==> src/rtl/vec_iq_pkg.sv <==
// Shared types and opcode constants for the vector instruction queue.
package vec_iq_pkg;

    localparam int IQ_XLEN = 32;

    typedef enum logic [1:0] {
        IDLE     = 2'd0,
        ISSUE    = 2'd1,
        WAIT_ACK = 2'd2
    } iq_state_e;

    localparam logic [6:0] OPC_OPV    = 7'b1010111;
    localparam logic [6:0] OPC_VLOAD  = 7'b0000111;
    localparam logic [6:0] OPC_VSTORE = 7'b0100111;

    typedef struct packed {
        logic [IQ_XLEN-1:0] inst;
        logic [IQ_XLEN-1:0] rs1;
        logic [IQ_XLEN-1:0] rs2;
    } iq_entry_t;

    function automatic logic opc_is_vec(input logic [6:0] opc);
        return (opc == OPC_OPV) || (opc == OPC_VLOAD) || (opc == OPC_VSTORE);
    endfunction

endpackage

==> src/rtl/vec_iq_fifo.sv <==
// Synchronous FIFO of queue entries; DEPTH must be a power of two so the
// pointers wrap by natural overflow.
module vec_iq_fifo
    import vec_iq_pkg::*;
#(
    parameter int  DEPTH   = 4,
    parameter type entry_t = iq_entry_t
) (
    input  logic                       clk,
    input  logic                       reset,
    input  logic                       clear,
    input  logic                       push,
    input  logic                       pop,
    input  entry_t                     wdata,
    output entry_t                     rdata,
    output logic                       full,
    output logic                       empty,
    output logic [$clog2(DEPTH):0]     count
);

    localparam int AW = $clog2(DEPTH);
    localparam int CW = AW + 1;

    entry_t        mem [DEPTH];
    logic [AW-1:0] wr_ptr;
    logic [AW-1:0] rd_ptr;
    logic          do_push;
    logic          do_pop;

    assign full    = (count == CW'(DEPTH));
    assign empty   = (count == '0);
    assign do_push = push && !full;
    assign do_pop  = pop && !empty;
    assign rdata   = mem[rd_ptr];

    always_ff @(posedge clk) begin
        if (!reset || clear) begin
            wr_ptr <= '0;
            rd_ptr <= '0;
            count  <= '0;
        end else begin
            if (do_push) wr_ptr <= wr_ptr + AW'(1);
            if (do_pop)  rd_ptr <= rd_ptr + AW'(1);
            count <= count + CW'(do_push) - CW'(do_pop);
        end
    end

    // Storage needs no reset; occupancy is tracked by the pointers and count.
    always_ff @(posedge clk) begin
        if (reset && !clear && do_push) mem[wr_ptr] <= wdata;
    end

endmodule

==> src/rtl/vec_inst_queue.sv <==
// Buffered vector instruction front-end: opcode filter, issue FSM, optional
// WAIT_ACK watchdog enabled by defining VEC_IQ_TIMEOUT_EN.
//   state    | meaning
//   IDLE     | nothing in flight, pop head when FIFO not empty
//   ISSUE    | issue_valid pulse, instruction handed to vector core
//   WAIT_ACK | waiting for vec_pro_ack (or watchdog expiry)
module vec_inst_queue
    import vec_iq_pkg::*;
#(
    parameter int XLEN           = 32,
    parameter int DEPTH          = 4,
    parameter int TIMEOUT_CYCLES = 1024
) (
    input  logic                   clk,
    input  logic                   reset,
    input  logic                   inst_valid,
    input  logic [XLEN-1:0]        instruction,
    input  logic [XLEN-1:0]        rs1_data,
    input  logic [XLEN-1:0]        rs2_data,
    output logic                   inst_ready,
    output logic                   is_vec,
    output logic                   illegal_inst,
    input  logic                   flush,
    output logic                   issue_valid,
    output logic [XLEN-1:0]        issue_inst,
    output logic [XLEN-1:0]        issue_rs1,
    output logic [XLEN-1:0]        issue_rs2,
    input  logic                   vec_pro_ack,
    output logic                   busy,
    output logic [$clog2(DEPTH):0] count,
    output logic                   timeout_err
);

    typedef struct packed {
        logic [XLEN-1:0] inst;
        logic [XLEN-1:0] rs1;
        logic [XLEN-1:0] rs2;
    } entry_t;

    iq_state_e state;
    entry_t    wr_entry;
    entry_t    head;
    logic      fifo_full;
    logic      fifo_empty;
    logic      accept;
    logic      push;
    logic      pop;
    logic      wd_expire;
    logic      ack_like;

    assign is_vec     = opc_is_vec(instruction[6:0]);
    assign inst_ready = !fifo_full && !flush;
    assign accept     = inst_valid && inst_ready;
    assign push       = accept && is_vec;
    assign wr_entry   = '{inst: instruction, rs1: rs1_data, rs2: rs2_data};
    assign ack_like   = vec_pro_ack || wd_expire;

    // Pop either from IDLE or straight out of WAIT_ACK for back-to-back issue.
    always_comb begin
        pop = 1'b0;
        if (!flush && !fifo_empty) begin
            pop = (state == IDLE) || ((state == WAIT_ACK) && ack_like);
        end
    end

    vec_iq_fifo #(
        .DEPTH   (DEPTH),
        .entry_t (entry_t)
    ) u_fifo (
        .clk   (clk),
        .reset (reset),
        .clear (flush),
        .push  (push),
        .pop   (pop),
        .wdata (wr_entry),
        .rdata (head),
        .full  (fifo_full),
        .empty (fifo_empty),
        .count (count)
    );

`ifdef VEC_IQ_TIMEOUT_EN
    localparam int WDW = $clog2(TIMEOUT_CYCLES) + 1;

    logic [WDW-1:0] wd_cnt;

    // Held at zero outside WAIT_ACK, so it starts from zero on every entry.
    always_ff @(posedge clk) begin
        if (!reset || (state != WAIT_ACK)) begin
            wd_cnt <= '0;
        end else begin
            wd_cnt <= wd_cnt + WDW'(1);
        end
    end

    assign wd_expire   = (state == WAIT_ACK) && (wd_cnt == WDW'(TIMEOUT_CYCLES - 1))
                         && !vec_pro_ack && !flush;
    assign timeout_err = wd_expire;
`else
    assign wd_expire   = 1'b0;
    assign timeout_err = 1'b0;
`endif

    always_ff @(posedge clk) begin
        if (!reset) begin
            state        <= IDLE;
            issue_valid  <= 1'b0;
            busy         <= 1'b0;
            illegal_inst <= 1'b0;
            issue_inst   <= '0;
            issue_rs1    <= '0;
            issue_rs2    <= '0;
        end else begin
            illegal_inst <= accept && !is_vec;
            issue_valid  <= 1'b0;
            if (flush) begin
                state <= IDLE;
                busy  <= 1'b0;
            end else if (pop) begin
                issue_inst  <= head.inst;
                issue_rs1   <= head.rs1;
                issue_rs2   <= head.rs2;
                issue_valid <= 1'b1;
                busy        <= 1'b1;
                state       <= ISSUE;
            end else begin
                case (state)
                    IDLE: begin
                        busy <= 1'b0;
                    end
                    ISSUE: begin
                        if (vec_pro_ack) begin
                            state <= IDLE;
                            busy  <= 1'b0;
                        end else begin
                            state <= WAIT_ACK;
                        end
                    end
                    WAIT_ACK: begin
                        if (ack_like) begin
                            state <= IDLE;
                            busy  <= 1'b0;
                        end
                    end
                    default: begin
                        state <= IDLE;
                        busy  <= 1'b0;
                    end
                endcase
            end
        end
    end

endmodule
==> config.mk <==
export PLATFORM = sky130hd
export DESIGN_NAME = vec_inst_queue
export DESIGN_NICKNAME = d
export VERILOG_FILES = /design/src/rtl/vec_iq_pkg.sv /design/src/rtl/vec_iq_fifo.sv /design/src/rtl/vec_inst_queue.sv
export SDC_FILE = /design/constraint.sdc
export NUM_CORES = 1
export LEC_CHECK = 0
export CELL_PAD_IN_SITES_DETAIL_PLACEMENT = 2
export CELL_PAD_IN_SITES_GLOBAL_PLACEMENT = 2
export CORE_ASPECT_RATIO = 1.75
export CORE_MARGIN = 1.5
export CORE_UTILIZATION = 45
export DETAILED_ROUTE_END_ITERATION = 8
export GPL_ROUTABILITY_DRIVEN = 0
export PLACE_DENSITY = 0.95
export SKIP_LAST_GASP = 1
export SYNTH_ARGS = -nofsm -noshare
export SYNTH_HDL_FRONTEND = slang
export SYNTH_HIERARCHICAL = 1
export SYNTH_SLANG_ARGS = --single-unit
==> constraint.sdc <==
create_clock -name clk -period 5.8 [get_ports clk]
set_input_delay 0.58 -clock clk [delete_from_list [all_inputs] [get_ports clk]]
set_output_delay 0.58 -clock clk [all_outputs]
set_load 0.02 [all_outputs]
Yosys cells after proc, flatten, opt, wreduce, memory -nomap -nowiden
Memories as Yosys holds them, arrays and structs flattened. A register that Yosys moved wholly into a read port is not among the register bits.
Index checks and enable logic that the tools add are counted.
{ "totals": {"reg_bits": 12, "ram_bits": 384, "word_cells": 65, "mem_count": 1} }
{ "classes": {"addsub": 4, "n_eq_ne": 10, "muxes": 11, "bitwise": 3, "reduce_logical": 28} }
{ "memory_table": {"columns": ["name", "words", "word_bits", "read_ports", "rd_ports_with_merged_regs", "write_ports", "line", "source"], "rows": [
  ["u_fifo.mem", 4, 96, 1, 1, 1, "vec_iq_fifo.sv:24", "entry_t mem [DEPTH];"]
]} }
{ "op_table": {"columns": ["operator", "count"], "rows": [
  ["1-bit logical AND", 10],
  ["1-bit two-way mux", 8],
  ["7-bit by 3-bit == test with 1-bit output (second input constant)", 1],
  ["7-bit by 6-bit == test with 1-bit output (second input constant)", 1],
  ["7-bit == test (second input constant)", 1],
  ["1-bit zero test", 6],
  ["2-bit one-hot mux with 3 select lines", 1],
  ["2-bit AND reduction", 3],
  ["2-bit by 1-bit adder with 2-bit output (second input constant)", 2],
  ["1-bit logical OR", 4],
  ["2-bit two-way mux", 2],
  ["2-bit OR reduction", 2],
  ["3-bit by 1-bit adder with 3-bit output", 1],
  ["3-bit == test (second input constant)", 1],
  ["3-bit zero test", 1],
  ["3-bit by 1-bit != test with 1-bit output (second input constant)", 1],
  ["3-bit by 2-bit != test with 1-bit output (second input constant)", 1],
  ["1-bit NOT", 3],
  ["3-bit OR reduction", 1],
  ["3-bit by 1-bit subtractor with 3-bit output", 1],
  ["2-bit by 1-bit == test with 1-bit output (second input constant)", 1],
  ["2-bit == test (second input constant)", 1],
  ["2-bit zero test", 1],
  ["2-bit by 1-bit != test with 1-bit output (second input constant)", 1],
  ["2-bit != test (second input constant)", 1]
]} }

Longest topological paths before layout
{ "depth": {"depth_word": 9, "depth_mapped": 14, "depth_no_buf": 14} }

Cells and area by module
The synthesis kept the hierarchy.
{ "by_module_without_submodules": {"columns": ["module", "instances", "cells_per_inst", "area_each_um2", "seq_area_each_um2"], "rows": [
  ["vec_iq_fifo", 1, 553, 14332.5, 11711.2],
  ["vec_inst_queue", 1, 452, 4239.1, 2021.9]
]} }

Worst setup path after synthesis
OpenSTA, ideal clock, no wires.
{ "synth_timing": {"path_kind": "reg-to-reg", "from": "reg u_fifo.count[1]", "to": "mem u_fifo/mem[0][0] in the netlist's numbering, enable pin", "setup_ns": 0.466, "t_arrival_ns": 3.830, "setup_slack_ns": 1.504, "stages_incl_launch_ff": 8, "path_buffers": 0, "synth_period_minus_slack_ns": 4.296, "cell_sequence": "dfxtp_1 -> or3b_4 -> inv_1 -> nor2_1 -> nand2_1 -> nor2_1 -> and2_4 -> and3_1"} }
{ "synth_via": {"elab_chain_len": 9} }
{ "synth_lines": {"columns": ["element", "line", "source"], "rows": [
  ["start: declaration", "vec_iq_fifo.sv:18", "output logic [$clog2(DEPTH):0] count"],
  ["start signal: assignment", "vec_iq_fifo.sv:44", "count <= count + CW'(do_push) - CW'(do_pop);"],
  ["3-bit == test", "vec_iq_fifo.sv:30", "assign full = (count == CW'(DEPTH));"],
  ["via fifo_full", "vec_inst_queue.sv:43", "logic fifo_full;"],
  ["1-bit zero test", "vec_inst_queue.sv:52", "assign inst_ready = !fifo_full && !flush;"],
  ["1-bit logical AND", "vec_inst_queue.sv:52", null],
  ["via inst_ready", "vec_inst_queue.sv:20", "output logic inst_ready,"],
  ["1-bit logical AND", "vec_inst_queue.sv:53", "assign accept = inst_valid && inst_ready;"],
  ["1-bit logical AND", "vec_inst_queue.sv:54", "assign push = accept && is_vec;"],
  ["via push", "vec_inst_queue.sv:46", "logic push;"],
  ["1-bit logical AND", "vec_iq_fifo.sv:32", "assign do_push = push && !full;"],
  ["1-bit logical AND", "vec_iq_fifo.sv:50", "if (reset && !clear && do_push) mem[wr_ptr] <= wdata;"],
  ["1-bit two-way mux", "vec_iq_fifo.sv:50", null],
  ["1-bit two-way mux (not written as such)", "vec_iq_fifo.sv:50", null],
  ["end: declaration", "vec_iq_fifo.sv:24", null]
]} }
The timed path passes the listed nets, and every way through them passes these cells.

==> report_table.html <==
<table>
<tr><th>Metric</th><th>Value</th></tr>
<tr><th colspan="2">Clock tree</th></tr>
<tr><td>Clock tree from TritonCTS</td><td>done</td></tr>
<tr><td>Clock transition at path regs</td><td>70 ps</td></tr>
<tr><td>Number of clock sinks</td><td>494</td></tr>
<tr><td>Worst-Skew Late Latency</td><td>560 ps</td></tr>
<tr><td>Clock Tree Root</td><td>clkbuf_16</td></tr>
<tr><td>Number of CTS-inserted buffers</td><td>45</td></tr>
<tr><td>H-tree lvl count</td><td>2</td></tr>
<tr><td>Number of resized instances in the post-cts repair step</td><td>0</td></tr>
<tr><td>Post-CTS setup repair buffer count</td><td>0</td></tr>
<tr><td>Clock Path Buffers</td><td>3</td></tr>
<tr><td>CTS Hold Buffers Added</td><td>0</td></tr>
<tr><th colspan="2">Run</th></tr>
<tr><td>Max-cap violation count</td><td>0</td></tr>
<tr><th colspan="2">Logic synthesis</th></tr>
<tr><td>Yosys top cell by area</td><td>edfxtp_1</td></tr>
<tr><td>Commonest cells post-synth</td><td>edfxtp_1 (384), nand2_1 (196), dfxtp_1 (110), mux2i_1 (96), mux4_2 (96)</td></tr>
<tr><td>Synthesized Nets</td><td>1116</td></tr>
<tr><td>Arithmetic-cell share of the synthesized area counting full adders, half adders and majority gates</td><td>0.714%</td></tr>
<tr><td>Area share of xor/xnor cells in the synthesized design</td><td>0.0943%</td></tr>
<tr><td>Most frequent cell after synthesis</td><td>edfxtp_1</td></tr>
<tr><td>YS warnings</td><td>6</td></tr>
<tr><td>Mux share of post-synthesis cell area</td><td>16.8%</td></tr>
<tr><td>Main combinational cell family by area after synthesis</td><td>multiplexers</td></tr>
<tr><td>Synthesized flop and latch total</td><td>494</td></tr>
<tr><td>Cell Area, Synth</td><td>18600 um2</td></tr>
<tr><td>Simple-gate share of the synthesized area</td><td>5.12%</td></tr>
<tr><td>Fraction of registers with async set/reset</td><td>0%</td></tr>
<tr><td>Number of enable flip-flop cells after synthesis</td><td>384</td></tr>
<tr><td>Cell count after synthesis</td><td>1005</td></tr>
<tr><td>Proportion of synthesized chip area in sequential cells</td><td>73.9%</td></tr>
<tr><td>Complex-gate fraction of the synthesized area</td><td>0.505%</td></tr>
<tr><td>Synthesized area divided by synthesized cell count</td><td>18.5 um2</td></tr>
<tr><td>Post-synth top flop</td><td>edfxtp_1</td></tr>
<tr><td>Post-synth top area share</td><td>62.1%</td></tr>
<tr><td>Synth unique cells</td><td>42</td></tr>
<tr><td>Most area-consuming cells after synthesis</td><td>edfxtp_1 (62%), dfxtp_1 (12%), mux4_2 (12%)</td></tr>
<tr><th colspan="2">STA</th></tr>
<tr><td>Worst slew slack as a fraction of its limit</td><td>22.4%</td></tr>
<tr><td>Endpoints failing hold</td><td>0</td></tr>
<tr><td>Worst-margin pin slew</td><td>1160 ps</td></tr>
<tr><td>Number of slew-limit violations in the final report</td><td>0</td></tr>
<tr><td>Unrepaired setup endpoints after global routing</td><td>false</td></tr>
<tr><td>Setup violations, final</td><td>0</td></tr>
<tr><td>Post-Route Hold Slack</td><td>463 ps</td></tr>
<tr><td>Top achievable clock speed</td><td>0.281 GHz</td></tr>
<tr><td>Post-route clock skew</td><td>16.5 ps</td></tr>
<tr><td>Setup tns final</td><td>0 ps</td></tr>
<tr><td>Share of the clock period used by the worst path</td><td>61.4%</td></tr>
<tr><td>Time the final worst path needs with I/O delays and setup</td><td>3560 ps</td></tr>
<tr><th colspan="2">Outcome</th></tr>
<tr><td>Outcome</td><td>complete, no violations</td></tr>
<tr><th colspan="2">Worst setup path</th></tr>
<tr><td>Worst endpoint required time</td><td>6260 ps</td></tr>
<tr><td>Worst Path Max Fanout</td><td>60</td></tr>
<tr><td>Critical Path, Cell by Cell</td><td>inv_1 &gt; ha_1 &gt; a21oi_2 &gt; nor3_4 &gt; buf_4 &gt; buf_4 &gt; nand2_1 &gt; or3_1 &gt; a21oi_1</td></tr>
<tr><td>Element type at the critical path end</td><td>flop</td></tr>
<tr><td>Arrival time worst endpoint</td><td>4020 ps</td></tr>
<tr><td>CP dominant cell by count</td><td>buf_4</td></tr>
<tr><td>Nature of the critical path startpoint</td><td>flop</td></tr>
<tr><td>Setup CP Type</td><td>flop to flop</td></tr>
<tr><td>Setup slack of the most critical reg-to-reg path</td><td>2240 ps</td></tr>
<tr><td>Buffer and inverter count on the worst path</td><td>3</td></tr>
<tr><td>Delay contributed by the slowest stage of the critical path</td><td>970 ps</td></tr>
<tr><td>Worst-path cell with the longest stage delay</td><td>buf_4</td></tr>
<tr><td>Worst path top cell family by delay</td><td>buffers and inverters</td></tr>
<tr><th colspan="2">Routing</th></tr>
<tr><td>Number of iterations in the first detailed-routing pass</td><td>5</td></tr>
<tr><td>Via count</td><td>9836</td></tr>
<tr><td>Antenna Violating Nets Remaining</td><td>0</td></tr>
<tr><td>1st-iter DRT viols</td><td>616</td></tr>
<tr><td>Routed wirelength normalized by instance count</td><td>28.7 um</td></tr>
<tr><td>Remaining routing DRC violations</td><td>0</td></tr>
<tr><td>Final wirelength</td><td>52.0 mm</td></tr>
<tr><td>Via/cell ratio</td><td>5.43</td></tr>
<tr><th colspan="2">Global routing</th></tr>
<tr><td>Global Route Usage Sum</td><td>24.7%</td></tr>
<tr><td>Global routing usage on met3</td><td>3.99%</td></tr>
<tr><td>Sum of overflow across all layers after global routing</td><td>0</td></tr>
<tr><td>Vias in the first global route</td><td>11.2k</td></tr>
<tr><td>Pin count of the biggest net entering global routing</td><td>107</td></tr>
<tr><td>GR met2 Demand/Resource</td><td>46.5%</td></tr>
<tr><td>Highest-utilization routing layer at the global route stage</td><td>met2</td></tr>
<tr><td>Antenna violations before repair</td><td>11</td></tr>
<tr><td>First-pass GRT wire length</td><td>75.3 mm</td></tr>
<tr><td>Global routing met1 resource utilization</td><td>26.8%</td></tr>
<tr><th colspan="2">Cells and area</th></tr>
<tr><td>Count of filler cells inserted in the layout</td><td>3441</td></tr>
<tr><td>Final net count</td><td>1325</td></tr>
<tr><td>Share of post-route cells with drive strength above 1</td><td>15.2%</td></tr>
<tr><td>Synth-to-layout area growth</td><td>20.9%</td></tr>
<tr><th colspan="2">Power</th></tr>
<tr><td>Largest voltage drop on the vdd net</td><td>0.000201 V</td></tr>
<tr><td>Leakage power</td><td>7.03 nW</td></tr>
<tr><td>PD cells</td><td>311 nW/um2</td></tr>
<tr><th colspan="2">Die</th></tr>
<tr><td>Area of the core</td><td>40800 um2</td></tr>
<tr><td>Top-Level Pins</td><td>206</td></tr>
<tr><td>Starting utilization of the core area</td><td>45.5%</td></tr>
<tr><td>Placement row count</td><td>98</td></tr>
<tr><td>Die footprint</td><td>42500 um2</td></tr>
<tr><td>Die X</td><td>157 um</td></tr>
<tr><td>Y dimension of the die</td><td>272 um</td></tr>
<tr><th colspan="2">Placement</th></tr>
<tr><td>PortBufs</td><td>204</td></tr>
<tr><td>Hpwl dp</td><td>32.2 mm</td></tr>
<tr><th colspan="2">Min path</th></tr>
<tr><td>Hold/Removal Path Class</td><td>flop to flop</td></tr>
</table>
==> tightest hold or removal path, delay by kind of cell, from the launching register on <==
kind,cells,cell delay [ps]
flops,1,310
simple gates,1,50
mux,1,50
==> flip-flops by register name, summed over array words and instances (netlist names), named ones only <==
name and flops:
u_fifo/count 3, u_fifo/wr_ptr 2, issue_rs1 32, state 2, issue_rs2 32, u_fifo/rd_ptr 2
illegal_inst 1, issue_inst 32, u_fifo/mem 384, issue_valid 1, busy 1
==> worst paths after layout <==
path                                     from                          end  depth (start not counted)
setup / recovery        state[0]$_SDFFE_PP0P_                         flop                          9
hold reg to reg   issue_inst[18]$_SDFFE_PN0P_  issue_inst[18]$_SDFFE_PN0P_                          2
hold / removal    issue_inst[18]$_SDFFE_PN0P_  issue_inst[18]$_SDFFE_PN0P_                          2
setup reg to reg        state[0]$_SDFFE_PP0P_                         flop                          9
==> cell type report <==
class | instances | area, um2 | area share [%]
inverters | 10 | 37.5 | 0.167
clock inverters | 15 | 149 | 0.663
diodes | 12 | 30.0 | 0.134
repair buffers | 218 | 2150 | 9.57
clock buffers | 68 | 1320 | 5.86
flip-flops and latches | 494 | 13700 | 61.2
multi-input cells | 445 | 4340 | 19.3
well taps | 550 | 688 | 3.07
==> metal layers <==
metal	up-vias	wire length, um
met5	-	20
met4	4	2100
met3	93	2110
met2	284	29200
met1	5212	18500
li1	4243	-
==> report_power, final <==
| group | internal [mW] | total, mW | switching (mW) |
|---|---|---|---|
| Clock | 1.70 | 3.01 | 1.31 |
| Combinational | 0.0695 | 0.160 | 0.0904 |
| Sequential | 3.81 | 3.81 | 0.000785 |
| Total | 5.58 | 6.98 | 1.40 |
==> logic make-up (layout without fill, tap and decap cells) <==
| family | count (synthesis) | count (layout) |
|---|---|---|
| AOI/OAI and AO/OA | 14 | 14 |
| xor gates and xnor gates | 2 | 2 |
| adders and majority gates | 10 | 10 |
| buffers and inverters | 66 | 311 |
| DFF | 494 | 494 |
| muxes | 192 | 192 |
| other | 1 | 13 |
| and+or+nand+nor | 226 | 226 |
==> per-stage QoR <==
step	area (um2)	utilization, %	setup slack, ps	power [mW]	cells
6_report	22500	55.0	2240	6.98	1812
5_1_grt	22500	55.0	2010	7.15	1812
4_1_cts	22400	54.9	2220	7.03	1800
3_5_place_dp	21000	51.3	1800	4.04	1717
3_3_place_gp	21000	51.3	2030	4.03	1717
2_1_floorplan	18600	-	1500	3.92	1005
==> cells in the final DEF (no fill, tap or decap), drive strengths merged, types with 2 or more instances in the layout <==
cell           Yosys  final
and2               4      4
nor2               4      4
a21oi              4      4
nor3               3      3
or4b               2      2
and3               4      4
o21ai              6      6
ha                 9      9
clkdlybuf4s50      0    203
nor2b              2      2
mux2i             96     96
nand2            196    196
diode              0     12
nand2b             2      2
xnor2              2      2
mux4              96     96
inv               10     11
clkinv             0     11
edfxtp           384    384
buf               32     15
bufinv             0      3
clkbuf            24     68
dfxtp            110    110
No activity file was read; power rests on OpenSTA's default activity.
